### src/rtl/fifo_arb_pkg.sv
// Shared types and default constants for the FIFO write arbiter.
package fifo_arb_pkg;

  localparam int unsigned DEF_N_REQ     = 4;
  localparam int unsigned DEF_WIDTH     = 8;
  localparam int unsigned DEF_BURST_MAX = 4;
  localparam int unsigned CNT_W         = 4;

  typedef enum logic {
    IDLE  = 1'b0,
    BURST = 1'b1
  } arb_state_e;

  function automatic int unsigned ptr_width(input int unsigned n);
    return (n > 1) ? $clog2(n) : 1;
  endfunction

endpackage

### src/rtl/fifo_wr_arb_rr_pick.sv
// Rotating priority encoder: first set req at or after ptr (wrapping) wins.
module rr_pick #(
  parameter int unsigned N     = 4,
  parameter int unsigned PTR_W = 2
) (
  input  logic [N-1:0]     req,
  input  logic [PTR_W-1:0] ptr,
  output logic [N-1:0]     winner,
  output logic             valid
);

  logic [N-1:0] rot;
  logic [N-1:0] rot_win;

  // Rotate so ptr sits at bit 0, isolate the lowest set bit, rotate back.
  always_comb begin
    rot     = N'({req, req} >> ptr);
    rot_win = rot & (~rot + {{(N-1){1'b0}}, 1'b1});
    winner  = N'(({rot_win, rot_win} << ptr) >> N);
    valid   = |req;
  end

endmodule

### src/rtl/fifo_wr_arb.sv
// Burst-limited round-robin arbiter feeding one shared sync FIFO write port.
// Define FIFO_WR_ARB_PRIO_EN to give requester 0 strict priority.
module fifo_wr_arb
  import fifo_arb_pkg::*;
#(
  parameter int unsigned N_REQ     = DEF_N_REQ,
  parameter int unsigned WIDTH     = DEF_WIDTH,
  parameter int unsigned BURST_MAX = DEF_BURST_MAX
) (
  input  logic                   clk,
  input  logic                   rst_n,
  input  logic [N_REQ-1:0]       req,
  input  logic [N_REQ*WIDTH-1:0] req_data,
  output logic [N_REQ-1:0]       ack,
  output logic [N_REQ-1:0]       grant,
  output logic                   fifo_wr_en,
  output logic [WIDTH-1:0]       fifo_data,
  input  logic                   fifo_full,
  input  logic                   fifo_full_th
);

  localparam int unsigned      PTR_W    = ptr_width(N_REQ);
  localparam logic [CNT_W-1:0] CNT_LAST = CNT_W'(BURST_MAX);

  arb_state_e       state_q, state_d;
  logic [N_REQ-1:0] grant_q, grant_d;
  logic [N_REQ-1:0] pick_win, sel_win;
  logic [CNT_W-1:0] cnt_q, cnt_d, cnt_inc;
  logic [PTR_W-1:0] ptr_q, ptr_d, gidx, next_ptr, pick_ptr;
  logic             pick_valid, ack_any, req_gnt, burst_end;

  // At a burst end the pointer used for re-arbitration is the one being
  // written this cycle, so back-to-back grants already see the rotation.
  rr_pick #(
    .N     (N_REQ),
    .PTR_W (PTR_W)
  ) u_rr_pick (
    .req    (req),
    .ptr    (pick_ptr),
    .winner (pick_win),
    .valid  (pick_valid)
  );

  always_comb begin
    ack        = grant_q & req & {N_REQ{~fifo_full}};
    ack_any    = |ack;
    req_gnt    = |(grant_q & req);
    fifo_wr_en = ack_any;
    fifo_data  = '0;
    gidx       = '0;
    for (int unsigned i = 0; i < N_REQ; i++) begin
      if (grant_q[i]) begin
        fifo_data = fifo_data | req_data[i*WIDTH +: WIDTH];
        gidx      = gidx | PTR_W'(i);
      end
    end
    next_ptr  = (gidx == PTR_W'(N_REQ - 1)) ? '0 : gidx + 1'b1;
    pick_ptr  = (state_q == BURST) ? next_ptr : ptr_q;
    cnt_inc   = cnt_q + 1'b1;
    burst_end = (state_q == BURST) &&
                (!req_gnt || (ack_any && ((cnt_inc == CNT_LAST) || fifo_full_th)));
  end

  always_comb begin
`ifdef FIFO_WR_ARB_PRIO_EN
    sel_win = req[0] ? N_REQ'(1) : pick_win;
`else
    sel_win = pick_win;
`endif
  end

  always_comb begin
    state_d = state_q;
    grant_d = grant_q;
    cnt_d   = cnt_q;
    ptr_d   = ptr_q;
    case (state_q)
      IDLE: begin
        if (pick_valid) begin
          grant_d = sel_win;
          cnt_d   = '0;
          state_d = BURST;
        end
      end
      BURST: begin
        if (burst_end) begin
          ptr_d = next_ptr;
          cnt_d = '0;
          if (pick_valid) begin
            grant_d = sel_win;
          end else begin
            grant_d = '0;
            state_d = IDLE;
          end
        end else if (ack_any) begin
          cnt_d = cnt_inc;
        end
      end
      default: begin
        grant_d = '0;
        cnt_d   = '0;
        state_d = IDLE;
      end
    endcase
  end

  always_ff @(posedge clk or negedge rst_n) begin
    if (!rst_n) begin
      state_q <= IDLE;
      grant_q <= '0;
      cnt_q   <= '0;
      ptr_q   <= '0;
    end else begin
      state_q <= state_d;
      grant_q <= grant_d;
      cnt_q   <= cnt_d;
      ptr_q   <= ptr_d;
    end
  end

  assign grant = grant_q;

endmodule

### config.mk
export PLATFORM = sky130hd
export DESIGN_NAME = fifo_wr_arb
export DESIGN_NICKNAME = d
export VERILOG_FILES = /design/src/rtl/fifo_arb_pkg.sv /design/src/rtl/fifo_wr_arb_rr_pick.sv /design/src/rtl/fifo_wr_arb.sv
export SDC_FILE = /design/constraint.sdc
export NUM_CORES = 1
export LEC_CHECK = 0
export BUFFER_PORTS_ARGS = -buffer_cell sky130_fd_sc_hd__clkbuf_2
export CAP_MARGIN = 15
export CORE_MARGIN = 2
export CORE_UTILIZATION = 30
export DETAILED_ROUTE_END_ITERATION = 6
export MAX_ROUTING_LAYER = met4
export PLACE_DENSITY = 0.67
export SETUP_SLACK_MARGIN = 0.1
export SLEW_MARGIN = 20
export SYNTH_ARGS = -nofsm -noshare
export SYNTH_HDL_FRONTEND = slang
export SYNTH_SLANG_ARGS = --single-unit
### constraint.sdc
create_clock -name clk -period 5.65 [get_ports clk]
set_clock_uncertainty 0.15 [all_clocks]
set_input_delay 0.2825 -clock clk [delete_from_list [all_inputs] [get_ports clk]]
set_output_delay 0.2825 -clock clk [all_outputs]
set_load 0.02 [all_outputs]
After elaboration in Yosys (flattened, before gate mapping)

Cells that the tools add are included.
Widths: inputs -> output; s select.

$add $sub $neg: 3
Eq/ne operators: 5
Shift-type cells: 2
Muxes and demuxes: 20
Bitwise logic cells: 9
Reduce and logical (&&, ||, !) cells: 11

Operator list:

| kind                | count |
|---|---|
| $mux 8              | 4 |
| $mux 4              | 6 |
| $or 8x8->8          | 3 |
| $pmux 4 s2          | 2 |
| $and 4x4->4         | 3 |
| $reduce_or 4->1     | 3 |
| $add 4x1->4 const B | 2 |
| $mux 2              | 4 |
| $shl 8x2->8         | 1 |
| $shr 8x2->4         | 1 |
| $reduce_and 2->1    | 3 |
| $eq 4x3->1 const B  | 1 |
| $not 4->4           | 1 |
| $mux 1              | 3 |
| $ne 3x2->1 const B  | 1 |
| $add 2x1->2 const B | 1 |
| $eq 2x2->1 const B  | 1 |
| $logic_and 1x1->1   | 2 |
| $logic_or 1x1->1    | 2 |
| $ne 2x1->1 const B  | 1 |
| $ne 2x2->1 const B  | 1 |
| $not 1->1           | 2 |
| $pmux 1 s2          | 1 |
| $logic_not 1->1     | 1 |

Flip-flop bits (word level): 11
Input bits: 40
Output and inout bits: 17
Word-level logic and storage cells: 54

Longest topological paths before layout

Gate-level depths: netlist of run 1.

Depth after elaboration: 14
Gate-level depth with buffers: 6
Gate-level depth less buffers: 6

Cells and area by module

Synthesis of run 1 repeated with hierarchy kept, for this count alone.

Cells, all modules: 116
Area, all modules: 1011.0 sq um

By module, submodules not included:

| module      | times used | cells each | area each (sq um) | seq. area each (sq um) |
|---|---|---|---|---|
| fifo_wr_arb | 1          | 97         | 893.4             | 275.3 |
| rr_pick     | 1          | 19         | 117.6             | 0.0 |

Worst setup path before layout of run 1

OpenSTA, ideal clock, no wires.

Path type: register -> register
From: register cnt_q[0]
To: register ptr_q[0]
Library setup time: 125 ps
Arrival: 1711 ps
Slack: 3664 ps
Stages on the path, launching flop included: 6
Path buffers: 0
Period minus slack after synthesis: 1986 ps
Cell sequence: dfrtp_1 ha_1 or4b_4 o221ai_2 nand2_2 mux2_4

Longest elaborated chain between the ends: 7

RTL lines:

| item                       | line               | source |
|---|---|---|
| from (decl)                | fifo_wr_arb.sv:28  | `logic [CNT_W-1:0] cnt_q, cnt_d, cnt_inc;` |
| from (signal assigned)     | fifo_wr_arb.sv:116 | `cnt_q <= cnt_d;` |
| $add 4x1->4                | fifo_wr_arb.sv:59  | `cnt_inc = cnt_q + 1'b1;` |
| $eq 4x3->1                 | fifo_wr_arb.sv:61  | `(!req_gnt \|\| (ack_any && ((cnt_inc == CNT_LAST) \|\| fifo_full_th)));` |
| $logic_or 1x1->1           | fifo_wr_arb.sv:61  |  |
| $logic_and 1x1->1          | fifo_wr_arb.sv:61  |  |
| $logic_or 1x1->1           | fifo_wr_arb.sv:61  |  |
| $logic_and 1x1->1          | fifo_wr_arb.sv:60  | `burst_end = (state_q == BURST) &&` |
| $reduce_and 2->1 (no line) | n/a                |  |
| to (signal assigned)       | fifo_wr_arb.sv:117 | `ptr_q <= ptr_d;` |
| to (decl)                  | fifo_wr_arb.sv:29  | `logic [PTR_W-1:0] ptr_q, ptr_d, gidx, next_ptr, pick_ptr;` |

Every way passes these cells.
A chain may end at the register's enable or synchronous reset.

Final worst setup path of run 1

From: register cnt_q[0]
To: register grant_q[0] (netlist: grant[0])

Longest elaborated chain between the ends: 8

RTL lines:

| item                       | line               | source |
|---|---|---|
| $add 4x1->4                | fifo_wr_arb.sv:59  |  |
| $eq 4x3->1                 | fifo_wr_arb.sv:61  |  |
| $logic_or 1x1->1           | fifo_wr_arb.sv:61  |  |
| $logic_and 1x1->1          | fifo_wr_arb.sv:61  |  |
| $logic_or 1x1->1           | fifo_wr_arb.sv:61  |  |
| $logic_and 1x1->1          | fifo_wr_arb.sv:60  |  |
| $ne 2x1->1 (no line)       | n/a                |  |
| $reduce_and 2->1 (no line) | n/a                |  |
| to (signal assigned)       | fifo_wr_arb.sv:115 | `grant_q <= grant_d;` |
| to (decl)                  | fifo_wr_arb.sv:26  | `logic [N_REQ-1:0] grant_q, grant_d;` |

Every way passes these cells.

==> summary.md, run 1 <==
| Metric | Value |
|---|---|
| Slew Viols, Final | 0 |
| Setup repair after global routing missed its margin | false |
| Post-detailed-route wirelength per cell | 13.9 um |
| Worst hold slack | 206 ps |
| Instance count of the mapped netlist | 116 |
| Count of pins on the block boundary | 57 |
| R2R cell count | 5 |
| Worst Tran Pin Value | 517 ps |
| Max-capacitance violation count | 0 |
| Vias in the first global route | 1014 |
| Yosys warnings | 0 |
| Origin of the worst min-delay path | req[3] |
| Worst supply voltage drop on vdd | 148 uV |
| Start-to-end type of the worst setup path | flip-flop to flip-flop |
| Initial DRT Pass Iterations | 4 |
| Worst relative slew slack | 0.655 |
| Worst Path Required | 5670 ps |
| Detailed-route wire length | 2.96 mm |
| Quantity of hold-fixing buffers added after cts | 1 |
| Num rows | 20 |
| Core outline area | 3100 um2 |
| Min Clock Period, post-route | 2130 ps |
| Worst hold endpoint | state_q$_DFF_PN0_ |
| Number of violations reported at the end of detailed-routing iteration 0 | 54 |
| Reg-to-reg setup timing slack | 3520 ps |
| Die area | 3770 um2 |
| Clock tree root driver cell | clkbuf_4 |
| Starting density of the core | 0.319 |
| Type of element capturing the critical path | flip-flop |
| FF+latch count, synth | 11 |
| Top FF cell, synth | dfrtp_1 |
| Clock tree from TritonCTS | yes |
| Pre-CTS setup slack | 3530 ps |
| Via count | 1112 |
| Die boundary height | 61.4 um |
| Synth cell types | 40 |
| Post-CTS Repair Setup Buffers | 0 |
| Total placed cells including tap cells | 208 |
| Overall power after layout | 596 uW |
| End of the worst register-to-register path | grant[0]$_DFFE_PN0P_ |
| Post-layout nets | 212 |
| Post-Synthesis Mean Instance Area | 8.52 um2 |
| Startpoint kind of the worst setup timing path | flip-flop |
| Signed area change from the synthesized netlist to the final layout | 33.4% |
| Startpoint of the most critical register-to-register path | cnt_q[0]$_DFFE_PN0P_ |
| Total global-route track usage | 0.164 |
| Outcome | finished, final reports clean |
| Ys async rst share | 1.00 |
| Post-Place Cell Area | 1280 um2 |
| Storage element area | 275 um2 |
| Area taken by multi-input logic gates | 661 um2 |
| Post-DP HPWL | 2.34 mm |
| Area of the mapped netlist | 988 um2 |
| Number of non-filler instances in the completed layout | 213 |
| Hold path depth | 2 |
| CTS max path bufs | 2 |
| Port bufs | 56 |
| Final routed DRC violation total | 0 |
| Hold crit path type | primary input to flip-flop |
| Final worst slack | 3520 ps |
| Die Wd | 61.4 um |
| Clock Pin Slew Worst Setup and Hold Paths | 80 ps |
| Number of setup violations in the final report | 0 |
| Net count after synthesis | 158 |
| Routability congestion estimate from global placement | 0.866 |
| Worst-skew pair later-pin latency | 280 ps |
| Lkg Pwr | 0.664 nW |
| Fraction of the cycle the final worst path needs | 0.376 |
| Sum of negative setup slack | 0 ps |
| # resized after CTS | 0 |
| Power Density | 452 nW/um2 |
| Total number of clock tree sinks | 11 |
| Number of diodes added for antenna fixing | 0 |
| Number of inserted filler cells in the final layout | 334 |
| Count of H-tree levels built during CTS | 1 |
| Crit path max fanout | 7 |
| Layout cell share with drive strength beyond 1 | 0.414 |
| Peak clock frequency supported by timing | 470 MHz |
| Largest net degree at the start of global routing | 17 |
| Number of antenna violations at the first check in global routing | 0 |
| Average vias per placed instance | 5.22 |
| Critical path data arrival time | 2140 ps |
| Gr ovfl total | 0 |
| Wire length of the first global-routing pass | 4.49 mm |
| Share of the yosys chip area belonging to registers | 0.278 |
| Clock buffers created by TritonCTS | 3 |
| Core utilization of the finished layout | 0.425 |
| Post-Layout Inst Area | 1320 um2 |
| Number of enable flip-flop cells after synthesis | 0 |
| Final hold viol count | 0 |
| Final antenna-violating net count | 0 |
## critical path, stage by stage (launching register included)
cell,delay [ps]
dfrtp_1,430
ha_1,250
or4b_4,560
o221ai_4,290
nand2_2,120
a32o_1,210
## layout by cell type, fill, tap and decap left out, drive strengths merged, types with 2 or more instances in the layout
cell type and count:
o22ai 2, nand2 18, inv 2, mux2 3
a22oi 18, a21oi 5, nand2b 3, a21o 2
o221ai 2, o2bb2ai 3, nor2b 2, ha 2
dfrtp 11, a32o 2, o211ai 2, xnor2 2
clkbuf 60, nor2 13
## report_power, final
group	internal (mW)	total (mW)	switching (mW)
clock network	0.0274	0.0564	0.0290
logic	0.163	0.376	0.212
registers	0.101	0.164	0.0633
## sequential cells by signal, indices dropped and copies added, names as in the netlist
register / flops
cnt_q: 4
state_q: 1
ptr_q: 2
grant: 4
## area by class of cell
type / count / area share
clock buffers: 4 / 0.0199
well taps: 44 / 0.0417
flip-flops and latches: 11 / 0.209
repair buffers: 57 / 0.220
multi-input cells: 94 / 0.501
inverters: 3 / 0.00854
## Yosys cell counts, types with 2 or more instances
cell	instances	area, um2
a32o_1	2	20.0
a22oi_1	18	135
o211ai_1	2	15.0
o2bb2ai_1	3	26.3
nand2b_1	3	18.8
dfrtp_1	11	275
inv_1	2	7.51
a21oi_1	5	25.0
clkbuf_1	4	15.0
nor2b_1	2	12.5
mux2_4	2	30.0
nand2_2	2	12.5
ha_1	2	25.0
nor2_1	13	48.8
buf_2	3	15.0
o22ai_1	2	12.5
a21o_1	2	15.0
nand2_1	16	60.1
## cell families after synthesis
| family | count (synthesis) | share of synthesized area |
|---|---|---|
| DFF | 11 | 0.278 |
| adders and majority gates | 2 | 0.0253 |
| xor gates and xnor gates | 2 | 0.0253 |
| AOI/OAI and AO/OA | 46 | 0.380 |
| muxes | 3 | 0.0418 |
| buffers and inverters | 11 | 0.0532 |
| and+or+nand+nor | 41 | 0.196 |
## worst max path at each step
stage,startpoint,slack [ps],endpoint
after floorplan,cnt_q[0]$_DFFE_PN0P_,3660,ptr_q[0]$_DFFE_PN0P_
after global placement,cnt_q[0]$_DFFE_PN0P_,3620,grant[2]$_DFFE_PN0P_
after detailed placement,cnt_q[0]$_DFFE_PN0P_,3530,grant[0]$_DFFE_PN0P_
after CTS,cnt_q[0]$_DFFE_PN0P_,3520,grant[0]$_DFFE_PN0P_
after global routing,grant[3]$_DFFE_PN0P_,3420,fifo_wr_en
final,cnt_q[0]$_DFFE_PN0P_,3520,grant[0]$_DFFE_PN0P_
## layer usage
metal | share of wire | GRT usage | routed length [um]
met1 | 0.42 | 0.206 | 1230
met2 | 0.53 | 0.257 | 1570
met3 | 0.034 | 0.0252 | 102
met4 | 0.019 | 0.0821 | 55
met5 | 0 | - | 0
Power figures use the tool's default switching activity.
==> run 2, diff against run 1 <==
--- a/config.mk
+++ b/config.mk
@@ -5,6 +5,7 @@
 export SDC_FILE = /design/constraint.sdc
 export NUM_CORES = 1
 export LEC_CHECK = 0
+export ABC_AREA = 1
 export BUFFER_PORTS_ARGS = -buffer_cell sky130_fd_sc_hd__clkbuf_2
 export CAP_MARGIN = 15
 export CORE_MARGIN = 2
==> constraint.sdc (replaced) <==
create_clock -name clk -period 1.7 [get_ports clk]
set_clock_uncertainty 0.15 [all_clocks]
set_input_delay 0.085 -clock clk [delete_from_list [all_inputs] [get_ports clk]]
set_output_delay 0.085 -clock clk [all_outputs]
set_load 0.02 [all_outputs]
==> run 2 against run 1 <==
Net effect:
- total power rose to 5.7 times the previous value
- the run now ends with negative setup slack left
- flip-flop and latch count did not move
- synthesized cell count rose by 78%
- combinational power rose to 7.2 times the previous value
- cell count rose by 57%
- sequential share of layout area fell by 6.7 points
- global-route usage rose by 1.2 points
- worst hold slack got worse by 110 ps
- register-to-register slack got worse by 3600 ps
- critical path depth rose by 3
- synthesized area rose by 25%
- final area rose by 49%
==> summary.md, run 2 <==
| Metric | Value |
|---|---|
| Clock buffers created by TritonCTS | 3 (unchanged) |
| Top layer used by detailed routing | met4 |
| Top Family by Delay on Critical Path | buffers and inverters |
| Violations in the final reports | negative setup slack |
| Port bufs | 56 (unchanged) |
| Reg-to-reg setup timing slack | -90 ps (-3610 ps) |
| M1 WL | 1.55 mm (+26%) |
| Max-capacitance violation count | 0 (unchanged) |
| End of the worst register-to-register path | grant[1]$_DFFE_PN0P_ |
| Total placed cells including tap cells | 320 (+54%) |
| Worst-skew pair later-pin latency | 240 ps (-40 ps) |
| Worst Tran Pin Value | 414 ps (-103 ps) |
| Via count | 1605 (+44%) |
| Total number of clock tree sinks | 11 (unchanged) |
| Worst relative slew slack | 0.722 (+0.0664) |
| Die area | 4650 um2 (+23%) |
| Wire length of the first global-routing pass | 6.09 mm (+36%) |
| Vias in the first global route | 1480 (+46%) |
| Outcome | finished with violations |
| Overall power after layout | 3.42 mW (+470%) |
| Die boundary height | 68.2 um (+11%) |
| Lkg Pwr | 1.04 nW (+56%) |
| Min Clock Period, post-route | 1800 ps |
| Die Wd | 68.2 um (+11%) |
| Slowest Stage Delay on Critical Path | 480 ps (-80 ps) |
| Worst Path Required | 1460 ps (-4210 ps) |
| Clock Pin Slew Worst Setup and Hold Paths | 50 ps (-30 ps) |
| Startpoint kind of the worst setup timing path | flip-flop |
| Total global-route track usage | 0.177 (+0.0125) |
| FF+latch count, synth | 11 (unchanged) |
| Biggest area contributors in the synthesized netlist | nand2_1 (27%), dfrtp_1 (22%), nand3_1 (13%), nand4_1 (5.1%), inv_1 (4.6%) |
| Count of pins on the block boundary | 57 (unchanged) |
| Number of enable flip-flop cells after synthesis | 0 (unchanged) |
| Number of violations reported at the end of detailed-routing iteration 0 | 65 (+20%) |
| Share of the synthesized area in the top cell type | 0.267 (-0.0110) |
| Capture point of the worst path | fifo_wr_en |
| Post-DP HPWL | 2.72 mm (+16%) |
| Critical path origin | grant[1]$_DFFE_PN0P_ |
| Post-layout nets | 327 (+54%) |
| Number of setup violations in the final report | 11 (+11) |
| Share of the yosys chip area belonging to registers | 0.223 (-0.0556) |
| Signed area change from the synthesized netlist to the final layout | 59.0% |
| Yosys top cell by area | nand2_1 |
| Crit path max fanout | 6 (-1) |
| Detailed-route wire length | 3.84 mm (+30%) |
| Routed wl met3 | 159 um (+56%) |
| Final worst slack | -103 ps (-3630 ps) |
| Ys async rst share | 1.00 (unchanged) |
| Routability congestion estimate from global placement | 0.774 (-11%) |
| Commonest non-fill, non-tap cell in the layout | nand2_1 |
| Yosys warnings | 0 (unchanged) |
| Startpoint of the most critical register-to-register path | grant[1]$_DFFE_PN0P_ |
| Count of H-tree levels built during CTS | 1 (unchanged) |
| Metal2 WL | 2.09 mm (+33%) |
| Critical path data arrival time | 1570 ps (-570 ps) |
| CP Buf/Inv Count | 5 (+5) |
| Fraction of the cycle the final worst path needs | 1.06 |
| Starting density of the core | 0.311 (-0.00758) |
| Synth cell types | 28 (-30%) |
| Power Density | 1740 nW/um2 (+290%) |
| Number of non-filler instances in the completed layout | 334 (+57%) |
| Most frequent cell after synthesis | nand2_1 |
| Most used cells in the layout excluding fill and tap cells | nand2_1 (73), clkbuf_2 (50), nand2_2 (23), nand3_1 (22), buf_4 (21) |
| Layout cell share with drive strength beyond 1 | 0.482 (+0.0682) |
| Critical Path, Cell by Cell | buf_4 -> buf_6 -> buf_6 -> nand2_4 -> nand4_4 -> inv_2 -> nor2_4 -> clkbuf_8 |
| Post-Synthesis Mean Instance Area | 5.99 um2 (-30%) |
| Clock tree root driver cell | clkbuf_8 |
| Gr ovfl total | 0 (unchanged) |
| Instance count of the mapped netlist | 206 (+78%) |
| Final antenna-violating net count | 0 (unchanged) |
| Cell mode on critical path | buf_6 |
| Clock tree from TritonCTS | yes |
| Peak clock frequency supported by timing | 554 MHz |
| Start-to-end type of the worst setup path | flip-flop to output pin |
| Num rows | 23 (+15%) |
| Number of inserted filler cells in the final layout | 397 (+19%) |
| Core outline area | 3970 um2 (+28%) |
| Top FF cell, synth | dfrtp_1 |
| Number of diodes added for antenna fixing | 0 (unchanged) |
| R2R cell count | 11 (+6) |
| Highest-delay cell along the critical path | dfrtp_2 |
| Area of the mapped netlist | 1230 um2 (+25%) |
| Setup repair after global routing missed its margin | true |
| CTS max path bufs | 2 (unchanged) |
| Average vias per placed instance | 4.81 (-8.0%) |
| Post-synth top cells | nand2_1 (88), nand3_1 (33), inv_1 (15) |
| Final hold viol count | 0 (unchanged) |
| Stages on the worst setup path | 8 (+3) |
| Slew Viols, Final | 0 (unchanged) |
| Hold crit path type | primary input to async pin |
| Worst supply voltage drop on vdd | 979 uV (+560%) |
| Initial DRT Pass Iterations | 4 (unchanged) |
| Post-detailed-route wirelength per cell | 11.5 um (-17%) |
| Type of element capturing the critical path | output pin |
| Largest net degree at the start of global routing | 12 (-5) |
| Net count after synthesis | 248 (+57%) |
| Number of antenna violations at the first check in global routing | 0 (unchanged) |
| Final routed DRC violation total | 0 (unchanged) |
## run 2: power breakdown
part           switching [mW]  internal [mW]
Clock                   0.100          0.165
Combinational            1.62           1.08
Sequential              0.108          0.358
Total                    1.82           1.60
## run 2: how the worst min path moves through the flow
stage          cells after the start  slack, ps              endpoint
5_1_grt                            2        130  ptr_q[1]$_DFFE_PN0P_
4_1_cts                            2        100  ptr_q[1]$_DFFE_PN0P_
3_5_place_dp                       1       -180  cnt_q[0]$_DFFE_PN0P_
3_3_place_gp                       1       -180  cnt_q[0]$_DFFE_PN0P_
6_report                           2        100  ptr_q[1]$_DFFE_PN0P_
2_1_floorplan                      0       -360  cnt_q[0]$_DFFE_PN0P_
## run 2: cell type report
cell class / instances / area (um2) / area share
sequential: 11 / 278 / 0.141
timing repair buffer: 78 / 487 / 0.248
clock buffer: 4 / 45.0 / 0.0229
inverter: 17 / 63.8 / 0.0325
multi-input combinational: 174 / 1030 / 0.523
tap: 50 / 62.6 / 0.0319
## run 2: timing repair
action	4_1_cts	5_1_grt
hold buffers	2	0
resized for setup	28	27
hold endpoints to repair	12	0
endpoints found under the setup margin	11	15
setup buffers	4	3
cloned	2	0
pin swaps	28	22
## run 2: stage by stage
| stage | hold WS, ps | cell area [um2] | setup TNS (ps) | setup slack (ps) | utilization |
|---|---|---|---|---|---|
| floorplan | -361 | 1260 | 0 | 46.6 | - |
| global placement | -177 | 1660 | -121 | -36.8 | 0.419 |
| detailed placement | -176 | 1660 | -280 | -64.8 | 0.419 |
| CTS | 101 | 1880 | -56.8 | -23.2 | 0.474 |
| global route | 135 | 1960 | -1780 | -189 | 0.494 |
| finish | 100 | 1960 | -698 | -103 | 0.494 |
## run 2: per-layer routing
layer  vias up  global-route usage
met3         6              0.0296
met1       725               0.185
met5         -                   -
li1        825                   -
met4         0              0.0500
met2        49               0.337
## run 2: cell families (layout without fill, tap and decap cells)
logic type | Yosys count | in the layout | share of synthesized area
AOI/OAI and AO/OA | 9 | 9 | 0.0486
DFF | 11 | 11 | 0.223
xor gates and xnor gates | 2 | 2 | 0.0142
buffers and inverters | 23 | 99 | 0.0871
adders and majority gates | 2 | 2 | 0.0203
and+or+nand+nor | 159 | 161 | 0.607
## run 2: worst reg2reg max path, stage by stage (launching register included)
cell	delay, ps
dfrtp_2	480
nor2_4	190
nand2_4	110
nand3_1	80
nand2_1	60
nand2_1	70
nand2_2	90
nor2_4	170
nand3_2	110
nand3_2	100
nand3_2	50
nand2_1	70
==> run 3, diff against run 2 <==
--- a/config.mk
+++ b/config.mk
@@ -10,9 +10,9 @@
 export CAP_MARGIN = 15
 export CORE_MARGIN = 2
 export CORE_UTILIZATION = 30
+export CTS_CLUSTER_DIAMETER = 120
 export DETAILED_ROUTE_END_ITERATION = 6
 export MAX_ROUTING_LAYER = met4
-export PLACE_DENSITY = 0.67
 export SETUP_SLACK_MARGIN = 0.1
 export SLEW_MARGIN = 20
 export SYNTH_ARGS = -nofsm -noshare
==> run 3 against run 2 <==
Net effect:
- non-clock buffer count rose by 4
- the flow still finishes with violations (negative setup slack)
- die area did not move
- global-route usage barely moved
- largest power group unchanged
- cell count rose by 0.90%
- first-iteration DRC count rose by 9.2%
- maximum frequency rose by 2.3%
- total power rose by 0.76%
- worst hold slack improved by 13 ps
- sequential power barely moved
- clock power rose by 2%
- via count fell by 1.6%
==> summary.md, run 3 (same netlist as run 2, synthesis figures left out) <==
| Metric | Value |
|---|---|
| Outcome | finished with violations |
| Violations in the final reports | negative setup slack |
| Final hold viol count | 0 (unchanged) |
| Clock tree from TritonCTS | yes |
| Count of H-tree levels built during CTS | 1 (unchanged) |
| Number of violations reported at the end of detailed-routing iteration 0 | 71 (+9.2%) |
| Routability congestion estimate from global placement | 0.795 (+2.7%) |
| Initial DRT Pass Iterations | 4 (unchanged) |
| CTS max path bufs | 2 (unchanged) |
| Max-capacitance violation count | 0 (unchanged) |
| Worst-skew pair later-pin latency | 240 ps (about the same) |
| Power Density | 1710 nW/um2 (-2.0%) |
| Total global-route track usage | 0.177 (+0.000228) |
| Number of antenna violations at the first check in global routing | 0 (unchanged) |
| Post-DP HPWL | 2.81 mm (+3.3%) |
| Wire length of the first global-routing pass | 6.23 mm (+2.4%) |
| Die boundary height | 68.2 um (unchanged) |
| Number of diodes added for antenna fixing | 0 (unchanged) |
| Final worst slack | -63.3 ps (+40.1 ps) |
| Worst Tran Pin Value | 332 ps (-81.3 ps) |
| Worst supply voltage drop on vdd | 731 uV (-25%) |
| Clock buffers created by TritonCTS | 3 (unchanged) |
| Post-layout nets | 330 (+0.92%) |
| Port bufs | 56 (unchanged) |
| Slowest Stage Delay on Critical Path | 470 ps (about the same) |
| Hold crit path type | primary input to async pin |
| Most used cells in the layout excluding fill and tap cells | nand2_1 (75), clkbuf_2 (54), nand3_1 (19), buf_4 (18), nand2_2 (16) |
| Critical path data arrival time | 1790 ps (+220 ps) |
| Vias in the first global route | 1459 (-1.4%) |
| Critical Path, Cell by Cell | nor2_4 -> nand2_4 -> nand3_2 -> nand2_2 -> nand2_1 -> nand2_2 -> nor2_4 -> nand3_2 -> nand3_2 -> nand3_1 -> nand2_1 |
| Layout cell share with drive strength beyond 1 | 0.498 (+0.0159) |
| Cell mode on critical path | nand3_2 |
| Clock tree root driver cell | clkbuf_8 |
| Final routed DRC violation total | 0 (unchanged) |
| Number of setup violations in the final report | 10 (-1) |
| Start-to-end type of the worst setup path | flip-flop to flip-flop |
| Worst relative slew slack | 0.776 (+0.0547) |
| Lkg Pwr | 1.08 nW (+3.9%) |
| Detailed-route wire length | 3.71 mm (-3.5%) |
| Worst Path Required | 1730 ps (+270 ps) |
| Top Family by Delay on Critical Path | simple AND/OR/NAND/NOR gates |
| Fraction of the cycle the final worst path needs | 1.04 (-0.0236) |
| Core outline area | 3970 um2 (unchanged) |
| Final antenna-violating net count | 0 (unchanged) |
| Total number of clock tree sinks | 11 (unchanged) |
| M1 WL | 1.56 mm (+0.58%) |
| Number of inserted filler cells in the final layout | 388 (-2.3%) |
| Slew Viols, Final | 0 (unchanged) |
| Min Clock Period, post-route | 1760 ps (-40.1 ps) |
| Type of element capturing the critical path | flip-flop |
| Num rows | 23 (unchanged) |
| Metal2 WL | 1.98 mm (-5.1%) |
| Top layer used by detailed routing | met4 |
| Largest net degree at the start of global routing | 12 (unchanged) |
| Die Wd | 68.2 um (unchanged) |
| Commonest non-fill, non-tap cell in the layout | nand2_1 |
| Overall power after layout | 3.45 mW (+0.76%) |
| CP Buf/Inv Count | 0 (-5) |
| Die area | 4650 um2 (unchanged) |
| Signed area change from the synthesized netlist to the final layout | 63.4% |
| Startpoint kind of the worst setup timing path | flip-flop |
| Clock Pin Slew Worst Setup and Hold Paths | 50 ps (about the same) |
| Highest-delay cell along the critical path | dfrtp_2 |
| Post-detailed-route wirelength per cell | 11.0 um (-4.4%) |
| Gr ovfl total | 0 (unchanged) |
| Setup repair after global routing missed its margin | true |
| Count of pins on the block boundary | 57 (unchanged) |
| Average vias per placed instance | 4.69 (-2.5%) |
| Core utilization of the finished layout | 0.508 (+0.0139) |
| Starting density of the core | 0.311 (unchanged) |
| Routed wl met3 | 150 um (-5.7%) |
| Via count | 1579 (-1.6%) |
| Crit path max fanout | 6 (unchanged) |
| Peak clock frequency supported by timing | 567 MHz (+2.3%) |
run 3: changes by cell type in the layout (fill, tap and decap cells not counted), sizes merged:
cell    previous run  this run
buf               25        26
clkbuf            55        58
nand2            101       100
run 3: final cells by class:
class | instances | area [um2] | area share
Timing Repair Buffer | 82 | 523 | 0.259
Inverter | 17 | 63.8 | 0.0316
Tap cell | 50 | 62.6 | 0.0310
Clock buffer | 4 | 45.0 | 0.0223
Sequential cell | 11 | 278 | 0.138
Multi-Input combinational cell | 173 | 1050 | 0.518
run 3: repair_timing:
action	CTS	global route
resized for setup	38	20
pin swaps	26	15
setup buffers	5	4
cloned	1	0
hold endpoints to repair	12	0
hold buffers	2	0
endpoints found under the setup margin	11	17
run 3: layer usage:
layer	track usage	vias up
met5	-	-
met3	0.0115	2
li1	-	829
met4	0.0375	0
met2	0.341	39
met1	0.198	709
run 3: path summary, 6_finish.rpt:
kind | cells past startpoint | end | startpoint | slack, ps
max | 11 | grant[0]$_DFFE_PN0P_ | grant[1]$_DFFE_PN0P_ | -60
min | 2 | cnt_q[1]$_DFFE_PN0P_ | rst_n | 110
max reg2reg | 11 | grant[0]$_DFFE_PN0P_ | grant[1]$_DFFE_PN0P_ | -60
min reg2reg | 2 | ptr_q[1]$_DFFE_PN0P_ | ptr_q[1]$_DFFE_PN0P_ | 380
max in group asynchronous | 2 | grant[1]$_DFFE_PN0P_ | rst_n | 1040
min in group clk | 5 | cnt_q[1]$_DFFE_PN0P_ | fifo_full | 210
run 3: power breakdown:
group / leakage [nW] / internal [mW] / switching, mW
combinational: 0.920 / 1.12 / 1.59
clock: 0.0228 / 0.165 / 0.104
sequential: 0.136 / 0.358 / 0.106
total: 1.08 / 1.65 / 1.80
run 3: through the flow:
| step | hold WS (ps) | instance area [um2] | setup WS (ps) | instances | TNS (ps) |
|---|---|---|---|---|---|
| CTS | 122 | 1930 | -28.4 | 334 | -89.3 |
| finish | 113 | 2020 | -63.3 | 337 | -379 |
| global route | 160 | 2020 | -162 | 337 | -1310 |
| detailed placement | -167 | 1680 | -57.9 | 322 | -170 |
| global placement | -166 | 1680 | -20.1 | 322 | -54.6 |
| floorplan | -361 | 1260 | 46.6 | 206 | 0 |
run 3: worst register-to-register path: stages (launching register included):
cell	delay [ps]
dfrtp_2	470
nor2_4	190
nand2_4	110
nand3_2	80
nand2_2	60
nand2_1	70
nand2_2	90
nor2_4	160
nand3_2	120
nand3_2	80
nand3_1	70
nand2_1	60
